## src/rtl/vnu_pipe.sv

```systemverilog
// Min-sum LDPC variable-node update: two-stage pipeline, 1 node/cycle, latency 2.
// Stage 1 registers the total, stage 2 forms saturated extrinsics, posterior and hard decision.
module vnu_pipe #(
  parameter int W  = 8,
  parameter int DV = 3,
  parameter int SW = W + 4
) (
  input  logic            clk,
  input  logic            rst_n,
  input  logic            vnu_en,
  output logic            in_ready,
  input  logic            first_iter,
  input  logic [W-1:0]    intrinsic_info,
  input  logic [DV*W-1:0] msg_from_check,
  output logic [DV*W-1:0] msg_to_check,
  output logic [W-1:0]    posterior,
  output logic            hard_bit,
  output logic            sat_flag,
  output logic            vnu_over,
  input  logic            out_ready
);

  // Symmetric clamp: the most negative code is never emitted.
  localparam logic signed [SW-1:0] SAT_HI = SW'((2 ** (W - 1)) - 1);
  localparam logic signed [SW-1:0] SAT_LO = -SAT_HI;

  function automatic logic signed [SW-1:0] sext(input logic [W-1:0] v);
    return {{(SW - W){v[W-1]}}, v};
  endfunction

  // Returns {saturated, value}.
  function automatic logic [W:0] sat_w(input logic signed [SW-1:0] v);
    if (v > SAT_HI)      return {1'b1, SAT_HI[W-1:0]};
    else if (v < SAT_LO) return {1'b1, SAT_LO[W-1:0]};
    else                 return {1'b0, v[W-1:0]};
  endfunction

  logic                   s1_valid;
  logic                   s1_first;
  logic [W-1:0]           s1_intr;
  logic [DV*W-1:0]        s1_msg;
  logic signed [SW-1:0]   s1_total;
  logic signed [SW-1:0]   in_total;
  logic                   s1_adv;
  logic                   s2_adv;

  assign s2_adv   = !vnu_over || out_ready;
  assign s1_adv   = !s1_valid || s2_adv;
  assign in_ready = s1_adv;

  always_comb begin
    in_total = sext(intrinsic_info);
    for (int i = 0; i < DV; i++) begin
      in_total = in_total + sext(msg_from_check[i*W +: W]);
    end
  end

  always_ff @(posedge clk or negedge rst_n) begin
    if (!rst_n) begin
      s1_valid <= 1'b0;
      s1_first <= 1'b0;
      s1_intr  <= '0;
      s1_msg   <= '0;
      s1_total <= '0;
    end else if (s1_adv) begin
      s1_valid <= vnu_en;
      if (vnu_en) begin
        s1_first <= first_iter;
        s1_intr  <= intrinsic_info;
        s1_msg   <= msg_from_check;
        s1_total <= in_total;
      end
    end
  end

  logic [DV*W-1:0] nx_msg;
  logic [W-1:0]    nx_post;
  logic            nx_hb;
  logic            nx_sat;
  logic [W:0]      r;

  always_comb begin
    nx_msg  = '0;
    nx_post = '0;
    nx_hb   = 1'b0;
    nx_sat  = 1'b0;
    r       = '0;
    if (s1_first) begin
      r = sat_w(sext(s1_intr));
      for (int i = 0; i < DV; i++) begin
        nx_msg[i*W +: W] = r[W-1:0];
      end
      nx_post = r[W-1:0];
      nx_hb   = s1_intr[W-1];
      nx_sat  = r[W];
    end else begin
      for (int i = 0; i < DV; i++) begin
        r = sat_w(s1_total - sext(s1_msg[i*W +: W]));
        nx_msg[i*W +: W] = r[W-1:0];
        nx_sat = nx_sat | r[W];
      end
      r       = sat_w(s1_total);
      nx_post = r[W-1:0];
      nx_sat  = nx_sat | r[W];
      // Hard decision follows the unsaturated total.
      nx_hb   = s1_total[SW-1];
    end
  end

  always_ff @(posedge clk or negedge rst_n) begin
    if (!rst_n) begin
      vnu_over     <= 1'b0;
      msg_to_check <= '0;
      posterior    <= '0;
      hard_bit     <= 1'b0;
      sat_flag     <= 1'b0;
    end else if (s2_adv) begin
      vnu_over <= s1_valid;
      if (s1_valid) begin
        msg_to_check <= nx_msg;
        posterior    <= nx_post;
        hard_bit     <= nx_hb;
        sat_flag     <= nx_sat;
      end
    end
  end

endmodule

```

## config.mk

```make
export PLATFORM = sky130hd
export DESIGN_NAME = vnu_pipe
export DESIGN_NICKNAME = d
export VERILOG_FILES = /design/src/rtl/vnu_pipe.sv
export SDC_FILE = /design/constraint.sdc
export NUM_CORES = 1
export LEC_CHECK = 0
export BUFFER_PORTS_ARGS = -buffer_cell sky130_fd_sc_hd__buf_2
export CAP_MARGIN = 40
export CORE_MARGIN = 3
export CORE_UTILIZATION = 63
export DETAILED_ROUTE_END_ITERATION = 16
export PLACE_DENSITY = 0.85
export SETUP_SLACK_MARGIN = 0.5
export SYNTH_ARGS = -nofsm -noshare
export SYNTH_HDL_FRONTEND = slang
export SYNTH_SLANG_ARGS = --single-unit
export TNS_END_PERCENT = 50
```

## constraint.sdc

```tcl
create_clock -name clk -period 5.1 [get_ports clk]
set_input_delay 0.255 -clock clk [delete_from_list [all_inputs] [get_ports clk]]
set_output_delay 0.255 -clock clk [all_outputs]
set_load 0.03 [all_outputs]
```

== Word-level counts from Yosys, hierarchy flattened ==
Index checks and enable logic that the tools add are counted.

* Flip-flop bits (word level): 81
* Latch bits: 0
* Memory bits (writable): 0
* Bits in read-only memories: 0
* Input bits: 37
* Output and inout bits: 36
* Logic and storage cells: 53
* Memories kept: 0

* Add/sub/neg operators: 6
* Multipliers: 0
* Div/mod/pow operators: 0
* $lt $le $gt $ge: 10
* Equality and inequality tests: 0
* Shift operators: 0
* Multiplexer cells: 18
* Bitwise gates (word level): 3
* Reduce and logical (&&, ||, !) cells: 6

{| class="wikitable"
|+ Operators with widths
! operator !! count
|-
| two-way mux 9 bit || 14
|-
| greater-than comparator 12 x 8 -> 1 bit, second input constant || 4
|-
| less-than comparator 12 x 8 -> 1 bit, second input constant || 4
|-
| subtractor 12 x 8 -> 12 bit || 3
|-
| two-way mux 24 bit || 1
|-
| adder 10 x 8 -> 11 bit || 1
|-
| adder 9 x 8 -> 10 bit || 1
|-
| adder 8 x 8 -> 9 bit || 1
|-
| greater-than comparator 8 bit, second input constant || 1
|-
| less-than comparator 8 bit, second input constant || 1
|-
| two-way mux 8 bit || 1
|-
| AND reduction 2 bit || 2
|-
| bitwise OR 1 bit || 3
|-
| zero test 1 bit || 2
|-
| logical OR 1 bit || 2
|-
| two-way mux 1 bit || 2
|}

== Depth between registers and ports, before layout ==
Gate-level depths: netlist (run 1).

* Depth in word-level cells: 9
* Mapped depth: 13
* Mapped depth without buffers: 13

== Worst setup path before layout (run 1) ==
No wires, ideal clock.

* Path kind: register to register
* Start: register s1_total[0]
* End: register sat_flag
* Library setup time: 0.135 ns
* Arrival: 2.933 ns
* Slack: 2.032 ns
* Cell stages (with the launch flop): 13
* Buffers on the path: 0
* Clock period less this slack: 3.068 ns
* Cells stage by stage: dfrtp_1 inv_1 ha_1 inv_1 fa_1 a21o_2 a221oi_4 a21o_2 mux2i_1 a2111oi_4 or4_1 mux2i_1 a31oi_1

* Cells in the longest elaborated chain, start to end: 9

{| class="wikitable"
|+ Ends and longest elaborated chain
! element !! RTL line !! source
|-
| start, declared || 42 || <nowiki>logic signed [SW-1:0] s1_total;</nowiki>
|-
| start signal, assigned || 71 || <nowiki>s1_total <= in_total;</nowiki>
|-
| subtractor 12 x 8 -> 12 bit || 98 || <nowiki>r = sat_w(s1_total - sext(s1_msg[i*W +: W]));</nowiki>
|-
| less-than comparator 12 x 8 -> 1 bit || 34 || <nowiki>else if (v < SAT_LO) return {1'b1, SAT_LO[W-1:0]};</nowiki>
|-
| two-way mux 9 bit || 34 ||
|-
| two-way mux 9 bit || 33 || <nowiki>if (v > SAT_HI) return {1'b1, SAT_HI[W-1:0]};</nowiki>
|-
| two-way mux 9 bit || 88 || <nowiki>if (s1_first) begin</nowiki>
|-
| bitwise OR 1 bit (2 in series) || 100 || <nowiki>nx_sat = nx_sat | r[W];</nowiki>
|-
| bitwise OR 1 bit * || 104 || <nowiki>nx_sat = nx_sat | r[W];</nowiki>
|-
| two-way mux 1 bit * || 88 ||
|-
| end signal, assigned || 123 || <nowiki>sat_flag <= nx_sat;</nowiki>
|-
| end, declared || 18 || <nowiki>output logic sat_flag,</nowiki>
|}

Mark *: on every way between the ends. The rest lies on a longest branch, timed or not. The select of a mux whose other input is x is not followed.
A chain may end at the register's enable or synchronous reset.

== Worst setup path in the final report (run 1) ==
Same ends and word-level chain as after synthesis.

==> impl_metrics.yaml, run 1 <==
status:
  status: "completed"
global_routing:
  grt_usage_pct: 30.4
  antenna_found_initial: 0
  grt_pass1_wl_um: 26300
  overflow: 0
  grt_pass1_vias: 5203
  grt_start_max_net_pins: 72
setup_path:
  path_depth: 12
  crit_slowest_cell: "or4_1"
  critPathBufInv: 2
  critPathLaunch: "s1_total[0]"
  crit_type: "reg2reg"
  r2r_cells: 12
  cp.arrival_ns: 3.64
  worstSetupStartpointType: "register"
  r2r_start: "s1_total[0]"
  cp.required_ns: 5.33
  crit_chain: "inv_1 > ha_1 > inv_1 > fa_1 > a21o_2 > a221oi_4 > a21o_2 > mux2i_1 > a2111oi_4 > or4_1 > mux2i_1 > a31oi_1"
  critPathCaptureType: "register"
  max_stage_delay_ns: 0.53
  cp_max_fo: 4
  crit_family: "compound AO/OA/AOI/OAI gates"
power_and_ir_drop:
  switchingPower_w: 0.00230
  swShare_pct: 50.5
  sequentialPowerShare_pct: 23.1
  p_leak_nw: 3.01
  power.density_nw_per_um2: 679
  cellInternalPower_w: 0.00225
  totalPowerFinal_w: 0.00456
  combPwrFrac_pct: 66.2
  ir_worst_vdd_mv: 0.287
  p_clk_share_pct: 10.7
logic_synthesis:
  synthArstFlopShare_pct: 100
  synth_area_leaders: "dfrtp_1, ha_1, fa_1, o21ai_0, a21oi_1"
  synth_nets: 764
  synth_top_family_by_area: "compound AO/OA/AOI/OAI gates"
  synthFlopType: "dfrtp_1"
  synthAdderAreaFrac_pct: 15.8
  syn_avg_cell_area_um2: 9.09
  post_synth_num_cell_types: 72
  synth-compound-area-share_pct: 24.2
  yosysMostFrequentCell: "dfrtp_1"
  yosys.area_share.simple_pct: 15.8
  syn_inst: 663
  ys_seq_elements: 80
  yosysWarnings: 0
  ys_seq_area_share_pct: 33.2
  synth_top_area_share_pct: 33.2
  synthTopCellsByCount: "dfrtp_1, nand2_1, o21ai_0"
  synth-edff-count: 0
  synth_area_leader_cell: "dfrtp_1"
  synthXorXnorAreaFrac_pct: 3.49
  synth.mux.area_fraction_pct: 2.55
  syn_area_um2: 6030
worst_hold_path:
  hp-class: "in2reg"
  min_from: "vnu_en"
  worstHoldPathCells: 2
clock_network:
  cts_max_level: 3
  clock_latency_ns: 0.37
  cts_inserted_buffers: 9
  cts_resized: 0
  cts.path.max_buffers: 2
  cts.sinks: 80
  cts.clk_slew.worst_paths_ns: 0.07
  cts_tree: "built"
  ctsHoldBuffers: 1
  post_cts_buffers: 0
  root_buffer: "clkbuf_8"
place:
  place.gp.congestion: 0.931
  dp_hpwl_um: 12800
  portBuffers: 72
  dpl_cell_area_um2: 6500
sta:
  final_max_slew_viol_count: 0
  slew_headroom_pct: 46.7
  fin_tns_setup_ns: 0
  max_slew.worst_pin.slew_ns: 0.800
  rsz0062_at_grt: "no"
  fmax_mhz: 293
  timing.final.crit_share_pct: 66.9
  finalHoldViolCount: 0
  setup_viol: 0
  period_minus_slack_ns: 3.41
  clock_skew_ns: 0.00759
flow_run:
  cap_violations: 0
route:
  antenna_left: 0
  viasPerCell: 6.25
  wire_per_inst_um: 18.6
  first_pass_iters: 5
  drc: 0
  drt_iter0_drc: 375
  num_vias: 5367
  wl_um: 16000
final_layout:
  drive_gt1_share_pct: 16.3
  final_nets: 829
  diodes: 0
  final_cell_area_um2: 6710
  nFillCells: 730
  multiInputGateArea_um2: 3730
  post-route-util_pct: 72.3
  regArea_um2: 2000
  area_delta_synth_final_pct: 11.4
die:
  dieArea_um2: 10800
  die_w_um: 104
  die-height_um: 104
  rows: 35
  initial_utilization_pct: 64.9
  io_pins: 73
  core_um2: 9280
## final cells by class
| class | instances | share of cell area [%] |
|---|---|---|
| Clock inverter | 4 | 1.08 |
| Multi-Input combinational cell | 509 | 55.6 |
| Inverter | 51 | 2.85 |
| Timing Repair Buffer | 77 | 6.41 |
| Tap cell | 129 | 2.40 |
| Clock buffer | 9 | 1.85 |
| Sequential cell | 80 | 29.8 |
## power groups by stage
stage / clock [W] / combinational, W / sequential [W]
6_report: 0.000486 / 0.00302 / 0.00105
5_1_grt: 0.000517 / 0.00329 / 0.00107
4_1_cts: 0.000489 / 0.00297 / 0.00104
3_5_place_dp: 0 / 0.00295 / 0.00106
3_3_place_gp: 0 / 0.00287 / 0.00105
2_1_floorplan: 0 / 0.00207 / 0.00122
## sequential cells by signal, indices dropped and copies added, names as in the netlist
| signal | flops |
|---|---|
| msg_to_check | 24 |
| s1_msg | 24 |
| s1_total | 11 |
| posterior | 8 |
| s1_intr | 8 |
| hard_bit | 1 |
| s1_first | 1 |
| s1_valid | 1 |
| sat_flag | 1 |
| vnu_over | 1 |
## metal layers
layer	GRT usage (%)	part of all wire (%)	up-vias	routed length [um]
li1	-	-	2512	-
met5	0	0	-	0
met1	42.3	45	2558	7190
met3	6.73	7.4	52	1190
met4	13.1	4.3	0	681
met2	45.9	43	245	6950
## placed cells by master, fill, tap and decap left out, types with 4 or more instances in the layout
cell type and count:
o21ai_1 4, o22a_1 5, o2111ai_1 5, xor2_1 10, nand4_1 5, nand3_1 9, dfrtp_1 80, a21oi_1 51
fa_1 20, nand2b_1 14, clkbuf_8 9, a21o_1 11, nand2_1 65, mux2_2 11, nor3b_1 6, o21a_1 7
a211o_1 4, o31ai_1 8, or3_1 5, o211ai_1 4, o21ai_0 57, ha_1 44, nor2_1 55, buf_2 71
nor3_1 7, inv_1 51, xnor2_1 14, nor2b_1 6, a31oi_1 18, nand3b_1 6
## cell families (layout without fill, tap and decap cells)
logic type                 count (synthesis)  after routing
AOI/OAI and AO/OA                        210            210
and+or+nand+nor                          197            197
DFF                                       80             80
buffers and inverters                     74            141
adders and majority gates                 64             64
xor gates and xnor gates                  24             24
muxes                                     14             14
## per-stage QoR
step                      cells  hold slack, ns  setup slack, ns
after floorplan             663         -0.0406             2.03
after global placement      843           0.455             1.79
after detailed placement    845           0.101             1.67
after CTS                   859          0.0984             1.70
after global routing        859           0.106             1.47
final                       859           0.107             1.69
## path summary, 6_finish.rpt
check                      slack, ns                to
max in group asynchronous       4.27        s1_intr[5]
min                             0.11          s1_valid
min in group asynchronous       0.27  msg_to_check[11]
max reg2reg                     1.69          sat_flag
max                             1.69          sat_flag
min reg2reg                     0.49   msg_to_check[7]
Power figures use the tool's default switching activity.
==> inputs of run 2 (changes only) <==
CORE_UTILIZATION = 54   (was 63)
PLACE_DENSITY = 0.78   (was 0.85)
clock period = 3 ns   (was 5.1 ns; I/O delays follow)
==> run 2 against run 1 <==
Against the previous run:
- the run now ends with negative setup slack left
- first-iteration DRC count up 48%
- highest routed layer unchanged
- worst hold slack worse by 0.11 ns
- design area up 12%
- largest power group unchanged
- utilization down 1.5 points
==> impl_metrics.yaml, run 2 (synthesis results as in run 1) <==
status:
  status: "complete, but fails checks"
  violations: "negative setup slack"
clock_network:
  cts.sinks: 80
  cts_max_level: 3
  cts_inserted_buffers: 9
  clock_latency_ns: 0.37
  cts.clk_slew.worst_paths_ns: 0.09
  cts_tree: "built"
  cts.path.max_buffers: 2
  root_buffer: "clkbuf_8"
setup_path:
  crit_slowest_cell: "o41ai_4"
  critPathCaptureType: "register"
  crit_family: "compound AO/OA/AOI/OAI gates"
  r2r_slack_ns: -0.03
  worstSetupStartpointType: "register"
  r2r-end: "msg_to_check[13]"
  crit_chain: "inv_2 > ha_4 > inv_2 > fa_2 > a21o_4 > a221oi_4 > a21o_2 > mux2i_2 > a2111oi_4 > buf_4 > o41ai_4 > nand2_1 > a31oi_1"
  max_stage_delay_ns: 0.46
  cp_max_fo: 6
  cp.required_ns: 3.27
  r2r_cells: 13
  r2r_start: "s1_total[0]"
  crit_top_cell: "inv_2"
  crit_type: "reg2reg"
  cp.arrival_ns: 3.30
  critPathBufInv: 3
sta:
  rsz0062_at_grt: "yes"
  setup_viol: 5
  clock_skew_ns: 0.0115
  fmax_mhz: 330
  finalHoldViolCount: 0
  period_minus_slack_ns: 3.03
  slew_headroom_pct: 52.0
  setup_slack_ns: -0.0260
  max_slew.worst_pin.slew_ns: 0.719
  hold_ws_ns: 0.000539
  timing.final.crit_share_pct: 101
  final_max_slew_viol_count: 0
place:
  dp_hpwl_um: 13400
  place.gp.congestion: 0.896
  post-place-ws_ns: -0.134
  dp_cells: 886
  portBuffers: 72
final_layout:
  diodes: 0
  layout_commonest_cell: "dfrtp_1"
  area_delta_synth_final_pct: 24.5
  drive_gt1_share_pct: 29.0
  layoutNonFillerInstCount: 915
  reg_top3: "msg_to_check: 24 flops, s1_msg: 24 flops, s1_total: 11 flops"
  mostFrequentLayoutCells: "dfrtp_1, buf_2, nand2_1"
  nFillCells: 776
  post-route-util_pct: 70.7
  final_nets: 876
global_routing:
  grt_use_met1_pct: 37.8
  grt_start_max_net_pins: 70
  grt-busiest-layer: "met2"
  grt_usage_pct: 28.4
  grt_pass1_wl_um: 28600
  overflow: 0
  grt_pass1_vias: 5646
  gr-usage-met2_pct: 45.1
  met3_usage_pct: 5.76
  antenna_found_initial: 0
route:
  first_pass_iters: 5
  antenna_left: 0
  drt_iter0_drc: 554
  viasPerCell: 6.20
  drc: 0
  wire_per_inst_um: 19.7
  num_vias: 5675
  wl_um: 18000
worst_hold_path:
  min_to: "s1_msg[10]"
  worstHoldPathCells: 3
  hp-class: "in2reg"
  min_from: "msg_from_check[10]"
power_and_ir_drop:
  p_leak_nw: 3.31
  power.density_nw_per_um2: 1240
  ir_worst_vdd_mv: 0.778
  totalPowerFinal_w: 0.00931
die:
  io_pins: 73
  core_um2: 10600
  rows: 37
  dieArea_um2: 12500
  die-height_um: 112
  die_w_um: 112
  initial_utilization_pct: 56.8
flow_run:
  cap_violations: 0
==> run 2: changes by cell type in the layout (fill, tap and decap cells not counted), moves of 4 or more <==
cell / delta
ha_1: -8
o21ai_2: +6
buf_4: +45
ha_2: +5
o21ai_0: -9
inv_1: -4
fa_1: -4
o31ai_1: -5
inv_2: +4
fa_2: +4
a21oi_1: -8
a21oi_2: +7
==> run 2: area by class of cell <==
cell class	count	area, um2	area share, %
Clock buffer	9	124	1.65
Clock inverter	6	133	1.77
Inverter	51	191	2.55
Multi-Input combinational cell	509	4080	54.4
Sequential cell	80	2000	26.7
Tap cell	136	170	2.27
Timing Repair Buffer	124	796	10.6
==> run 2: metrics by stage <==
step	area, um2	TNS (ns)
after detailed placement	6790	-0.779
after floorplan	6060	0
after global routing	7500	-1.72
final	7500	-0.0656
after CTS	7300	-0.0351
after global placement	6770	-0.128
==> run 2: report_power, final <==
group | internal, W | total, W | switching, W
Clock | 0.000631 | 0.00105 | 0.000416
Combinational | 0.00273 | 0.00659 | 0.00386
Sequential | 0.00142 | 0.00167 | 0.000256
Total | 0.00478 | 0.00931 | 0.00454
==> run 2: worst register-to-register path: stages, from the launching register on <==
cell	delay (ns)
dfrtp_1	0.40
inv_2	0.09
ha_4	0.13
inv_2	0.03
fa_2	0.34
a21o_4	0.22
a221oi_4	0.28
a21o_2	0.20
mux2i_2	0.26
a2111oi_4	0.06
buf_4	0.17
o41ai_4	0.46
nand2_1	0.13
a31oi_1	0.18
==> run 2: repair_timing <==
item | in CTS | in global routing
endpoints found under the setup margin | 25 | 34
cloned | 0 | 0
hold buffers | 2 | 0
buffers inserted | 6 | 6
gates resized for setup | 41 | 38
pin swaps | 64 | 36
endpoints found under the hold margin | 81 | 0
==> run 2: worst max path at each step <==
stage / cells after the start / from / endpoint
finish: 13 / s1_total[0] / msg_to_check[13]
global route: 13 / s1_total[0] / msg_to_check[9]
CTS: 13 / s1_total[0] / sat_flag
detailed placement: 12 / s1_total[0] / sat_flag
global placement: 12 / s1_total[0] / sat_flag
floorplan: 12 / s1_total[0] / sat_flag
==> run 2: metal layers <==
metal	wire, um	up-vias	share of wire (%)
met4	771	0	4.3
met3	1390	62	7.7
met2	8290	263	46
met1	7540	2747	42
li1	-	2603	-
met5	0	-	0
